<file path="src/rtl/axi_lite_arbiter_pkg.sv">
// Shared definitions for the two-master AXI-Lite arbiter: FSM encodings,
// response codes and the two-way round-robin pick.
package axi_lite_arbiter_pkg;

    typedef enum logic [1:0] {
        W_IDLE = 2'd0,
        W_ADDR = 2'd1,
        W_DATA = 2'd2,
        W_RESP = 2'd3
    } wr_state_t;

    typedef enum logic [1:0] {
        R_IDLE = 2'd0,
        R_ADDR = 2'd1,
        R_DATA = 2'd2
    } rd_state_t;

    localparam logic [1:0] RESP_OKAY   = 2'b00;
    localparam logic [1:0] RESP_SLVERR = 2'b10;

    // Contention goes to the pointer's master; a lone requester always wins.
    function automatic logic rr_pick(input logic [1:0] req, input logic ptr);
        return (req[0] && req[1]) ? ptr : req[1];
    endfunction

endpackage

</file>
<file path="src/rtl/axi_lite_arbiter_rr_arb2.sv">
// Two-requester round-robin arbiter: latches the winner while the owning FSM
// is idle and hands priority to the other master when the transaction ends.
module rr_arb2
    import axi_lite_arbiter_pkg::*;
(
    input  logic       i_clk,
    input  logic       i_rst_n,
    input  logic [1:0] i_req,
    input  logic       i_arb,
    input  logic       i_done,
    output logic       o_grant
);

    logic r_grant;
    logic r_ptr;
    logic w_pick;

    always_comb begin
        w_pick = rr_pick(i_req, r_ptr);
    end

    // Pointer moves only on completion, never on the arbitration itself.
    always_ff @(posedge i_clk or negedge i_rst_n) begin
        if (!i_rst_n) begin
            r_grant <= 1'b0;
            r_ptr   <= 1'b0;
        end else begin
            if (i_arb && (|i_req)) begin
                r_grant <= w_pick;
            end
            if (i_done) begin
                r_ptr <= ~r_grant;
            end
        end
    end

    assign o_grant = r_grant;

endmodule

</file>
<file path="src/rtl/axi_lite_arbiter.sv">
// Two-master to one-slave AXI-Lite arbiter with independent write and read
// paths, each owned by one master at a time under round-robin priority.
module axi_lite_arbiter
    import axi_lite_arbiter_pkg::*;
#(
    parameter int unsigned ADDR_WIDTH = 32,
    parameter int unsigned DATA_WIDTH = 32
) (
    input  logic                  i_axi_clk,
    input  logic                  i_axi_rst,

    input  logic                  i_m0_awvalid,
    input  logic [ADDR_WIDTH-1:0] i_m0_awaddr,
    output logic                  o_m0_awready,
    input  logic                  i_m0_wvalid,
    input  logic [DATA_WIDTH-1:0] i_m0_wdata,
    output logic                  o_m0_wready,
    output logic                  o_m0_bvalid,
    output logic [1:0]            o_m0_bresp,
    input  logic                  i_m0_bready,
    input  logic                  i_m0_arvalid,
    input  logic [ADDR_WIDTH-1:0] i_m0_araddr,
    output logic                  o_m0_arready,
    output logic                  o_m0_rvalid,
    output logic [1:0]            o_m0_rresp,
    output logic [DATA_WIDTH-1:0] o_m0_rdata,
    input  logic                  i_m0_rready,

    input  logic                  i_m1_awvalid,
    input  logic [ADDR_WIDTH-1:0] i_m1_awaddr,
    output logic                  o_m1_awready,
    input  logic                  i_m1_wvalid,
    input  logic [DATA_WIDTH-1:0] i_m1_wdata,
    output logic                  o_m1_wready,
    output logic                  o_m1_bvalid,
    output logic [1:0]            o_m1_bresp,
    input  logic                  i_m1_bready,
    input  logic                  i_m1_arvalid,
    input  logic [ADDR_WIDTH-1:0] i_m1_araddr,
    output logic                  o_m1_arready,
    output logic                  o_m1_rvalid,
    output logic [1:0]            o_m1_rresp,
    output logic [DATA_WIDTH-1:0] o_m1_rdata,
    input  logic                  i_m1_rready,

    output logic                  o_s_awvalid,
    output logic [ADDR_WIDTH-1:0] o_s_awaddr,
    input  logic                  i_s_awready,
    output logic                  o_s_wvalid,
    output logic [DATA_WIDTH-1:0] o_s_wdata,
    input  logic                  i_s_wready,
    input  logic                  i_s_bvalid,
    input  logic [1:0]            i_s_bresp,
    output logic                  o_s_bready,
    output logic                  o_s_arvalid,
    output logic [ADDR_WIDTH-1:0] o_s_araddr,
    input  logic                  i_s_arready,
    input  logic                  i_s_rvalid,
    input  logic [1:0]            i_s_rresp,
    input  logic [DATA_WIDTH-1:0] i_s_rdata,
    output logic                  o_s_rready,

    output logic                  o_wgrant,
    output logic                  o_rgrant
);

    wr_state_t r_wstate;
    wr_state_t w_wstate_nxt;
    rd_state_t r_rstate;
    rd_state_t w_rstate_nxt;

    logic w_wgrant;
    logic w_rgrant;
    logic w_sel_awvalid;
    logic w_sel_wvalid;
    logic w_sel_bready;
    logic w_sel_arvalid;
    logic w_sel_rready;
    logic w_aw_hs;
    logic w_w_hs;
    logic w_b_hs;
    logic w_ar_hs;
    logic w_r_hs;

    rr_arb2 u_wr_arb (
        .i_clk   (i_axi_clk),
        .i_rst_n (i_axi_rst),
        .i_req   ({i_m1_awvalid, i_m0_awvalid}),
        .i_arb   (r_wstate == W_IDLE),
        .i_done  (w_b_hs),
        .o_grant (w_wgrant)
    );

    rr_arb2 u_rd_arb (
        .i_clk   (i_axi_clk),
        .i_rst_n (i_axi_rst),
        .i_req   ({i_m1_arvalid, i_m0_arvalid}),
        .i_arb   (r_rstate == R_IDLE),
        .i_done  (w_r_hs),
        .o_grant (w_rgrant)
    );

    assign o_wgrant = w_wgrant;
    assign o_rgrant = w_rgrant;

    assign w_sel_awvalid = w_wgrant ? i_m1_awvalid : i_m0_awvalid;
    assign w_sel_wvalid  = w_wgrant ? i_m1_wvalid  : i_m0_wvalid;
    assign w_sel_bready  = w_wgrant ? i_m1_bready  : i_m0_bready;
    assign w_sel_arvalid = w_rgrant ? i_m1_arvalid : i_m0_arvalid;
    assign w_sel_rready  = w_rgrant ? i_m1_rready  : i_m0_rready;

    assign o_s_awaddr = w_wgrant ? i_m1_awaddr : i_m0_awaddr;
    assign o_s_wdata  = w_wgrant ? i_m1_wdata  : i_m0_wdata;
    assign o_s_araddr = w_rgrant ? i_m1_araddr : i_m0_araddr;

    assign w_aw_hs = (r_wstate == W_ADDR) && w_sel_awvalid && i_s_awready;
    assign w_w_hs  = (r_wstate == W_DATA) && w_sel_wvalid  && i_s_wready;
    assign w_b_hs  = (r_wstate == W_RESP) && i_s_bvalid    && w_sel_bready;
    assign w_ar_hs = (r_rstate == R_ADDR) && w_sel_arvalid && i_s_arready;
    assign w_r_hs  = (r_rstate == R_DATA) && i_s_rvalid    && w_sel_rready;

    // Write path
    always_ff @(posedge i_axi_clk or negedge i_axi_rst) begin
        if (!i_axi_rst) begin
            r_wstate <= W_IDLE;
        end else begin
            r_wstate <= w_wstate_nxt;
        end
    end

    always_comb begin
        w_wstate_nxt = r_wstate;
        case (r_wstate)
            W_IDLE:  if (i_m0_awvalid || i_m1_awvalid) w_wstate_nxt = W_ADDR;
            W_ADDR:  if (w_aw_hs) w_wstate_nxt = W_DATA;
            W_DATA:  if (w_w_hs)  w_wstate_nxt = W_RESP;
            W_RESP:  if (w_b_hs)  w_wstate_nxt = W_IDLE;
            default: w_wstate_nxt = W_IDLE;
        endcase
    end

    always_comb begin
        o_s_awvalid  = 1'b0;
        o_s_wvalid   = 1'b0;
        o_s_bready   = 1'b0;
        o_m0_awready = 1'b0;
        o_m1_awready = 1'b0;
        o_m0_wready  = 1'b0;
        o_m1_wready  = 1'b0;
        o_m0_bvalid  = 1'b0;
        o_m1_bvalid  = 1'b0;
        o_m0_bresp   = RESP_OKAY;
        o_m1_bresp   = RESP_OKAY;
        case (r_wstate)
            W_ADDR: begin
                o_s_awvalid  = w_sel_awvalid;
                o_m0_awready = !w_wgrant && i_s_awready;
                o_m1_awready =  w_wgrant && i_s_awready;
            end
            W_DATA: begin
                o_s_wvalid  = w_sel_wvalid;
                o_m0_wready = !w_wgrant && i_s_wready;
                o_m1_wready =  w_wgrant && i_s_wready;
            end
            W_RESP: begin
                o_s_bready = w_sel_bready;
                if (w_wgrant) begin
                    o_m1_bvalid = i_s_bvalid;
                    o_m1_bresp  = i_s_bresp;
                end else begin
                    o_m0_bvalid = i_s_bvalid;
                    o_m0_bresp  = i_s_bresp;
                end
            end
            default: ;
        endcase
    end

    // Read path
    always_ff @(posedge i_axi_clk or negedge i_axi_rst) begin
        if (!i_axi_rst) begin
            r_rstate <= R_IDLE;
        end else begin
            r_rstate <= w_rstate_nxt;
        end
    end

    always_comb begin
        w_rstate_nxt = r_rstate;
        case (r_rstate)
            R_IDLE:  if (i_m0_arvalid || i_m1_arvalid) w_rstate_nxt = R_ADDR;
            R_ADDR:  if (w_ar_hs) w_rstate_nxt = R_DATA;
            R_DATA:  if (w_r_hs)  w_rstate_nxt = R_IDLE;
            default: w_rstate_nxt = R_IDLE;
        endcase
    end

    always_comb begin
        o_s_arvalid  = 1'b0;
        o_s_rready   = 1'b0;
        o_m0_arready = 1'b0;
        o_m1_arready = 1'b0;
        o_m0_rvalid  = 1'b0;
        o_m1_rvalid  = 1'b0;
        o_m0_rresp   = RESP_OKAY;
        o_m1_rresp   = RESP_OKAY;
        o_m0_rdata   = '0;
        o_m1_rdata   = '0;
        case (r_rstate)
            R_ADDR: begin
                o_s_arvalid  = w_sel_arvalid;
                o_m0_arready = !w_rgrant && i_s_arready;
                o_m1_arready =  w_rgrant && i_s_arready;
            end
            R_DATA: begin
                o_s_rready = w_sel_rready;
                if (w_rgrant) begin
                    o_m1_rvalid = i_s_rvalid;
                    o_m1_rresp  = i_s_rresp;
                    o_m1_rdata  = i_s_rdata;
                end else begin
                    o_m0_rvalid = i_s_rvalid;
                    o_m0_rresp  = i_s_rresp;
                    o_m0_rdata  = i_s_rdata;
                end
            end
            default: ;
        endcase
    end

endmodule
</file>
<file path="config.mk">
export PLATFORM = sky130hd
export DESIGN_NAME = axi_lite_arbiter
export DESIGN_NICKNAME = d
export VERILOG_FILES = /design/src/rtl/axi_lite_arbiter_pkg.sv /design/src/rtl/axi_lite_arbiter_rr_arb2.sv /design/src/rtl/axi_lite_arbiter.sv
export SDC_FILE = /design/constraint.sdc
export NUM_CORES = 1
export LEC_CHECK = 0
export ABC_CLOCK_PERIOD_IN_PS = 2000
export CAP_MARGIN = 20
export CELL_PAD_IN_SITES_DETAIL_PLACEMENT = 0
export CELL_PAD_IN_SITES_GLOBAL_PLACEMENT = 1
export CORE_AREA = 2 2 169 171
export CTS_CLUSTER_DIAMETER = 200
export CTS_CLUSTER_SIZE = 25
export DETAILED_ROUTE_END_ITERATION = 10
export DIE_AREA = 0 0 171 173
export PLACE_DENSITY = 0.68
export RECOVER_POWER = 100
export SLEW_MARGIN = 20
export SYNTH_ARGS = -nofsm -noshare
export SYNTH_HDL_FRONTEND = slang
export SYNTH_SLANG_ARGS = --single-unit
</file>
<file path="constraint.sdc">
create_clock -name i_axi_clk -period 2 [get_ports i_axi_clk]
set_clock_uncertainty 0.1 [all_clocks]
set_input_delay 0.4 -clock i_axi_clk [delete_from_list [all_inputs] [get_ports i_axi_clk]]
set_output_delay 0.4 -clock i_axi_clk [all_outputs]
set_load 0.05 [all_outputs]
</file>
==> results.py, run 1 <==
metrics = {
    "critical_path": {
        "crit_fanout": 7,
        "rrSetupSlack_ps": 120,
        "end_kind": "output port",
        "endpoint": "o_s_wdata[4]",
        "rr_worst_depth": 7,
        "critPathTopFamily": "buffers and inverters",
        "crit_required_ps": 1500,
        "start_kind": "flop",
        "cp_slowest_cell": "dfrtp_4",
        "cp.depth": 4,
        "rr_endpoint": "r_wstate[1]$_DFFE_PN0P_",
        "reg2reg_from": "u_wr_arb.o_grant$_DFFE_PN0P_",
        "cp-startpoint": "u_wr_arb.o_grant$_DFFE_PN0P_",
        "slowest_delay_ps": 470,
        "crit_chain": "buf_6, clkbuf_16, mux2_4, buf_12",
        "path_buf_inv": 3,
        "arrival_ps": 1540,
        "worst-setup-path-type": "reg -> out",
    },
    "cells_and_area": {
        "fillerInstances": 2801,
        "regArea_um2": 205.2,
        "syn2layout_area_growth_pct": 297.4,
        "fin_util_pct": 33.27,
        "n_antenna_cell": 0,
        "num-nets-final": 969,
        "multi_input_area_um2": 2210,
        "drive_gt1_share_pct": 56.90,
    },
    "sta": {
        "finalSetupTns_ps": -593.2,
        "hold_viol_final": 0,
        "maxClockFrequency_mhz": 490.4,
        "setup_viol": 51,
        "finalWorstSetupSlack_ps": -39.20,
        "rsz0062_at_grt": "yes",
        "slew_viol_final": 0,
        "tightest_slew_ps": 568.3,
        "slew_headroom_pct": 61.99,
        "finalCritPeriodShare_pct": 102.0,
        "fin_crit_ps": 2039,
    },
    "logic_synthesis": {
        "async_reset_ff_share_pct": 100.0,
        "syn_avg_cell_area_um2": 8.796,
        "synth-edff-count": 0,
        "ys_ff_latch": 8,
        "yosys.area.top_type": "mux2_2",
        "synth_most_common_cell": "mux2_2",
        "ys_seq_area_share_pct": 8.653,
        "ys_top_cells_by_count": "mux2_2 (98), and2_1 (73), nand2_1 (9)",
        "syn_nets": 513,
        "ys_top_cells_by_area": "mux2_2 (48%), and2_1 (20%), dfrtp_1 (8.7%)",
        "ys.flop_type": "dfrtp_1",
        "syn_inst": 263,
        "post_synth_num_cell_types": 28,
        "synth_top_area_share_pct": 47.70,
        "synthesis.area_um2": 2313,
        "yosys_warnings": 0,
    },
    "run": {
        "maxCapViolations": 0,
    },
    "die": {
        "io_pins": 430,
        "row_count": 61,
        "core_area_um2": 27630,
        "die_w_um": 171,
        "design.die.area_um2": 29580,
        "die_h_um": 173,
        "start_util_pct": 8.373,
    },
    "detailed_routing": {
        "antenna_left": 0,
        "drtPass1Iterations": 4,
        "vias_per_cell": 3.434,
        "post_drt_wl_per_cell_um": 16.93,
        "num_vias": 3760,
        "drt_first_iter_violations": 85,
        "totalWireLength_um": 18540,
        "drc": 0,
    },
    "run_status": {
        "outcome": "finished, violations left",
        "violations": "setup timing",
    },
    "cts": {
        "cts-root-buf": "clkbuf_16",
        "htree_num_levels": 1,
        "cts_sinks": 8,
        "clk_path_buf_depth": 2,
        "clk_pin_slew_ps": 40,
        "cts_inserted_buffers": 3,
        "tritoncts": "yes",
        "clock_latency_ps": 240,
        "hold_buffers": 0,
    },
    "grt": {
        "antenna_found_initial": 0,
        "grt_usage_pct": 11.03,
        "grt_max_degree": 36,
        "grt_pass1_vias": 3781,
        "grt_first_pass_wirelength_um": 24580,
        "grt.overflow.total": 0,
    },
    "placed_design": {
        "dpl_worst_slack_ps": -69.60,
        "hpwlAfterDp_um": 15490,
        "portBuffers": 429,
        "place_congestion": 0.8047,
    },
    "pwr": {
        "totalPowerFinal_uw": 10550,
        "power_leakage_uw": 0.003766,
        "powerDensity_nw_per_um2": 1147,
        "ir_drop_uv": 653.1,
    },
    "min_path": {
        "hp-class": "reg -> reg",
    },
}
## routing by layer
metal	GRT usage [%]	wire length, um
met5	0	0
met3	1.762	1024
met1	13.93	7775
met4	1.448	154
met2	19.98	9589
## cells in the final DEF, fill, tap and decap left out, types with 6 or more instances in the layout
master           instances
and2_4                  37
and2_1                   6
buf_12                 152
clkbuf_16                8
mux2_4                   6
nor2_1                   6
mux2_2                  87
buf_6                   14
mux2_1                   6
dfrtp_1                  6
buf_4                   43
nand2_1                  9
clkdlybuf4s50_1        242
and2_2                  30
## worst reg2reg max path, delay by kind of cell, from the launching register on
| family | cells | cell delay [ps] |
|---|---|---|
| buffers and inverters | 3 | 440 |
| multiplexers | 2 | 520 |
| AO/OA/AOI/OAI | 1 | 100 |
| flip-flops | 1 | 470 |
| AND/OR/NAND/NOR | 1 | 130 |
## worst min-delay path by stage
stage	from	endpoint	cells past startpoint
finish	u_wr_arb.r_ptr$_DFFE_PN0P_	u_wr_arb.r_ptr$_DFFE_PN0P_	2
global route	u_rd_arb.r_ptr$_DFFE_PN0P_	u_rd_arb.r_ptr$_DFFE_PN0P_	1
CTS	u_wr_arb.r_ptr$_DFFE_PN0P_	u_wr_arb.r_ptr$_DFFE_PN0P_	2
detailed placement	u_wr_arb.r_ptr$_DFFE_PN0P_	u_wr_arb.r_ptr$_DFFE_PN0P_	2
global placement	u_wr_arb.r_ptr$_DFFE_PN0P_	u_wr_arb.r_ptr$_DFFE_PN0P_	2
floorplan	i_axi_rst	r_rstate[0]$_DFFE_PN0P_	0
## layout make-up
cell class	instances	share of cell area (%)
Clock buffer	3	0.8167
Inverter	5	0.2042
Multi-Input combinational cell	231	24.04
Sequential cell	8	2.232
Tap cell	378	5.145
Timing Repair Buffer	470	67.57
## registers in the layout (all words and copies together), names as in the netlist
signal / flops
u_rd_arb.o_grant: 1
u_wr_arb.o_grant: 1
u_rd_arb.r_ptr: 1
u_wr_arb.r_ptr: 1
r_rstate: 2
r_wstate: 2
## timing repair
action / CTS / global route
setup endpoints to repair: 120 / 133
buffers inserted: 5 / 10
gates cloned: 0 / 9
resized for setup: 13 / 63
pin swaps: 1 / 17
## per-stage QoR
step	cells	area [um2]	hold slack, ps
detailed placement	1069	8650	421.6
global placement	1069	8650	413.6
global route	1095	9193	512.2
CTS	1076	8793	429.5
floorplan	263	2395	4.409
finish	1095	9193	445.0
## cells by family (layout without fill, tap and decap cells)
group	count (synthesis)	in the layout	synth area share, %
simple gates	111	111	29.53
flops	8	8	8.653
fa+ha+maj	5	5	2.704
mux	104	104	50.51
buf+inv	24	478	5.624
compound gates	11	11	2.975
## power by group
| group | internal, uW | total [uW] | switching, uW |
|---|---|---|---|
| Combinational | 4760 | 9850 | 5090 |
| Clock | 259 | 354 | 94.7 |
| Sequential | 253 | 344 | 91.2 |
No activity file was read; power rests on OpenSTA's default activity.
==> inputs of run 2 (changes only) <==
ABC_AREA = 1   (was unset)
PLACE_DENSITY = 0.76   (was 0.68)
==> results.py, run 2 <==
metrics = {
    "cts": {
        "cts-root-buf": "clkbuf_16",
        "tritoncts": "yes",
        "cts_inserted_buffers": 3,
        "hold_buffers": 0,
        "htree_num_levels": 1,
        "clk_path_buf_depth": 2,
        "cts_sinks": 8,
        "clk_pin_slew_ps": 40,
        "clock_latency_ps": 230,
    },
    "placed_design": {
        "dpl_worst_slack_ps": 20.83,
        "place_congestion": 0.8062,
        "placed_cells": 1316,
        "hpwlAfterDp_um": 14480,
        "portBuffers": 429,
    },
    "die": {
        "io_pins": 430,
        "core_area_um2": 27630,
        "row_count": 61,
        "start_util_pct": 8.310,
        "die_h_um": 173,
        "design.die.area_um2": 29580,
        "die_w_um": 171,
    },
    "critical_path": {
        "crit_required_ps": 1500,
        "critPathTopFamily": "buffers and inverters",
        "start_kind": "flop",
        "slowest_delay_ps": 430,
        "reg2reg_from": "u_wr_arb.o_grant$_DFFE_PN0P_",
        "rr_endpoint": "r_wstate[1]$_DFFE_PN0P_",
        "path_buf_inv": 2,
        "rrSetupSlack_ps": 270,
        "arrival_ps": 1480,
        "worst-setup-path-type": "reg -> out",
        "rr_worst_depth": 8,
        "crit_fanout": 26,
        "end_kind": "output port",
        "cp_slowest_cell": "dfrtp_2",
        "crit_chain": "buf_6, nand2_1, a21oi_2, buf_4",
        "cp.depth": 4,
    },
    "logic_synthesis": {
        "synth-edff-count": 0,
        "syn_nets": 773,
        "synth_most_common_cell": "nand2_1",
        "ys.flop_type": "dfrtp_1",
        "synth_top_area_share_pct": 51.99,
        "ys_top_cells_by_count": "nand2_1 (318), nor2_1 (77), inv_1 (50)",
        "yosys.area.top_type": "nand2_1",
        "ys_seq_area_share_pct": 8.719,
        "syn_avg_cell_area_um2": 4.390,
        "ys_ff_latch": 8,
        "async_reset_ff_share_pct": 100.0,
        "synthesis.area_um2": 2296,
        "post_synth_num_cell_types": 24,
        "yosys_warnings": 0,
        "syn_inst": 523,
        "ys_top_cells_by_area": "nand2_1 (52%), nor2_1 (13%), dfrtp_1 (8.7%)",
    },
    "detailed_routing": {
        "drtPass1Iterations": 4,
        "antenna_left": 0,
        "vias_per_cell": 3.377,
        "drt_first_iter_violations": 110,
        "drc": 0,
        "num_vias": 4457,
        "totalWireLength_um": 16690,
        "post_drt_wl_per_cell_um": 12.65,
    },
    "sta": {
        "setup_viol": 0,
        "finalCritPeriodShare_pct": 99.22,
        "tightest_slew_ps": 458.3,
        "fin_crit_ps": 1984,
        "finalSetupTns_ps": 0,
        "slew_viol_final": 0,
        "rsz0062_at_grt": "yes",
        "maxClockFrequency_mhz": 504.0,
        "finalWorstSetupSlack_ps": 15.70,
        "slew_headroom_pct": 69.35,
        "hold_viol_final": 0,
    },
    "run": {
        "maxCapViolations": 0,
    },
    "grt": {
        "grt_usage_pct": 10.23,
        "met3_usage_pct": 2.014,
        "met2_usage_pct": 20.11,
        "grt.overflow.total": 0,
        "grt_pass1_vias": 4418,
        "grt_first_pass_wirelength_um": 23990,
        "top_usage_layer": "met2",
        "grt_max_degree": 48,
        "grt_util_met1_pct": 11.52,
        "antenna_found_initial": 0,
    },
    "cells_and_area": {
        "drive_gt1_share_pct": 33.33,
        "num-nets-final": 1194,
        "fin_util_pct": 31.02,
        "most-common-layout-cells": "nand2_1 (317), clkdlybuf4s50_1 (241), buf_12 (120), buf_4 (77), nor2_2 (56)",
        "n_antenna_cell": 0,
        "fin_cells": 1320,
        "reg.largest.list": "r_rstate x2, r_wstate x2",
        "syn2layout_area_growth_pct": 273.2,
        "layout_commonest_cell": "nand2_1",
    },
    "min_path": {
        "holdPathStages": 2,
        "hold_start": "u_rd_arb.r_ptr$_DFFE_PN0P_",
        "hp-class": "reg -> reg",
        "min_to": "u_rd_arb.r_ptr$_DFFE_PN0P_",
    },
    "pwr": {
        "power_leakage_uw": 0.003969,
        "powerDensity_nw_per_um2": 1114,
        "ir_drop_uv": 588.6,
    },
    "run_status": {
        "outcome": "completed",
    },
}
-- run 2: through the flow --
stage | cell area [um2] | power [uW] | hold WS [ps]
after detailed placement | 8391 | 9147 | 378.4
after global placement | 8391 | 9124 | 372.6
after global routing | 8569 | 10050 | 442.2
after CTS | 8507 | 9558 | 388.1
after floorplan | 2623 | 5349 | 4.409
final | 8569 | 9545 | 380.7
-- run 2: kinds of logic (layout without fill, tap and decap cells) --
logic type / after synthesis / in the layout / synth area share (%)
and+or+nand+nor: 413 / 413 / 68.99
buffers and inverters: 82 / 501 / 15.26
AOI/OAI and AO/OA: 15 / 15 / 4.305
DFF: 8 / 8 / 8.719
adders and majority gates: 5 / 5 / 2.725
-- run 2: what timing repair did --
action | CTS | global route
gates cloned | 0 | 1
endpoints found under the setup margin | 20 | 32
buffers inserted | 0 | 0
pin swaps | 0 | 3
gates resized for setup | 11 | 14
-- run 2: worst reg2reg max path: cells and delay by family (launching register included) --
kind | cells | cell delay, ps
simple gates | 6 | 720
compound gates | 1 | 120
buf+inv | 1 | 260
flops | 1 | 430
-- run 2: worst max path at each step --
stage	slack, ps	to	from
5_1_grt	-50	o_s_wdata[23]	u_wr_arb.o_grant$_DFFE_PN0P_
4_1_cts	-10	o_m1_awready	r_wstate[1]$_DFFE_PN0P_
3_3_place_gp	80	o_s_bready	i_m1_bready
6_report	20	o_s_wvalid	u_wr_arb.o_grant$_DFFE_PN0P_
3_5_place_dp	20	o_m1_bvalid	r_wstate[0]$_DFFE_PN0P_
2_1_floorplan	-70	o_m1_awready	u_wr_arb.o_grant$_DFFE_PN0P_
-- run 2: power by group --
part | switching (uW) | leakage (uW) | internal (uW)
clock network | 73.2 | 0.0000370 | 257
registers | 96.6 | 0.0000946 | 251
logic | 5530 | 0.00384 | 3340
total | 5700 | 0.00397 | 3850
-- run 2: metal layers --
layer  share of wire (%)  vias to the layer above
li1                    -                     2354
met1                  39                     1912
met2                  54                      183
met3                 7.0                        8
met4                0.55                        0
met5                   0                        -
-- run 2: area by class of cell --
cell class              instances  area, um2
clock buffers                   3      75.07
fillers                      2928      19060
inverters                      54      210.2
multi-input cells             433       2136
flip-flops and latches          8      205.2
well taps                     378      473.0
repair buffers                444       5470
==> inputs of run 3 (changes only) <==
SLEW_MARGIN = 10   (was 20)
==> results of run 3 <==
Final layout, timing and power as in run 2 (identical DEF).
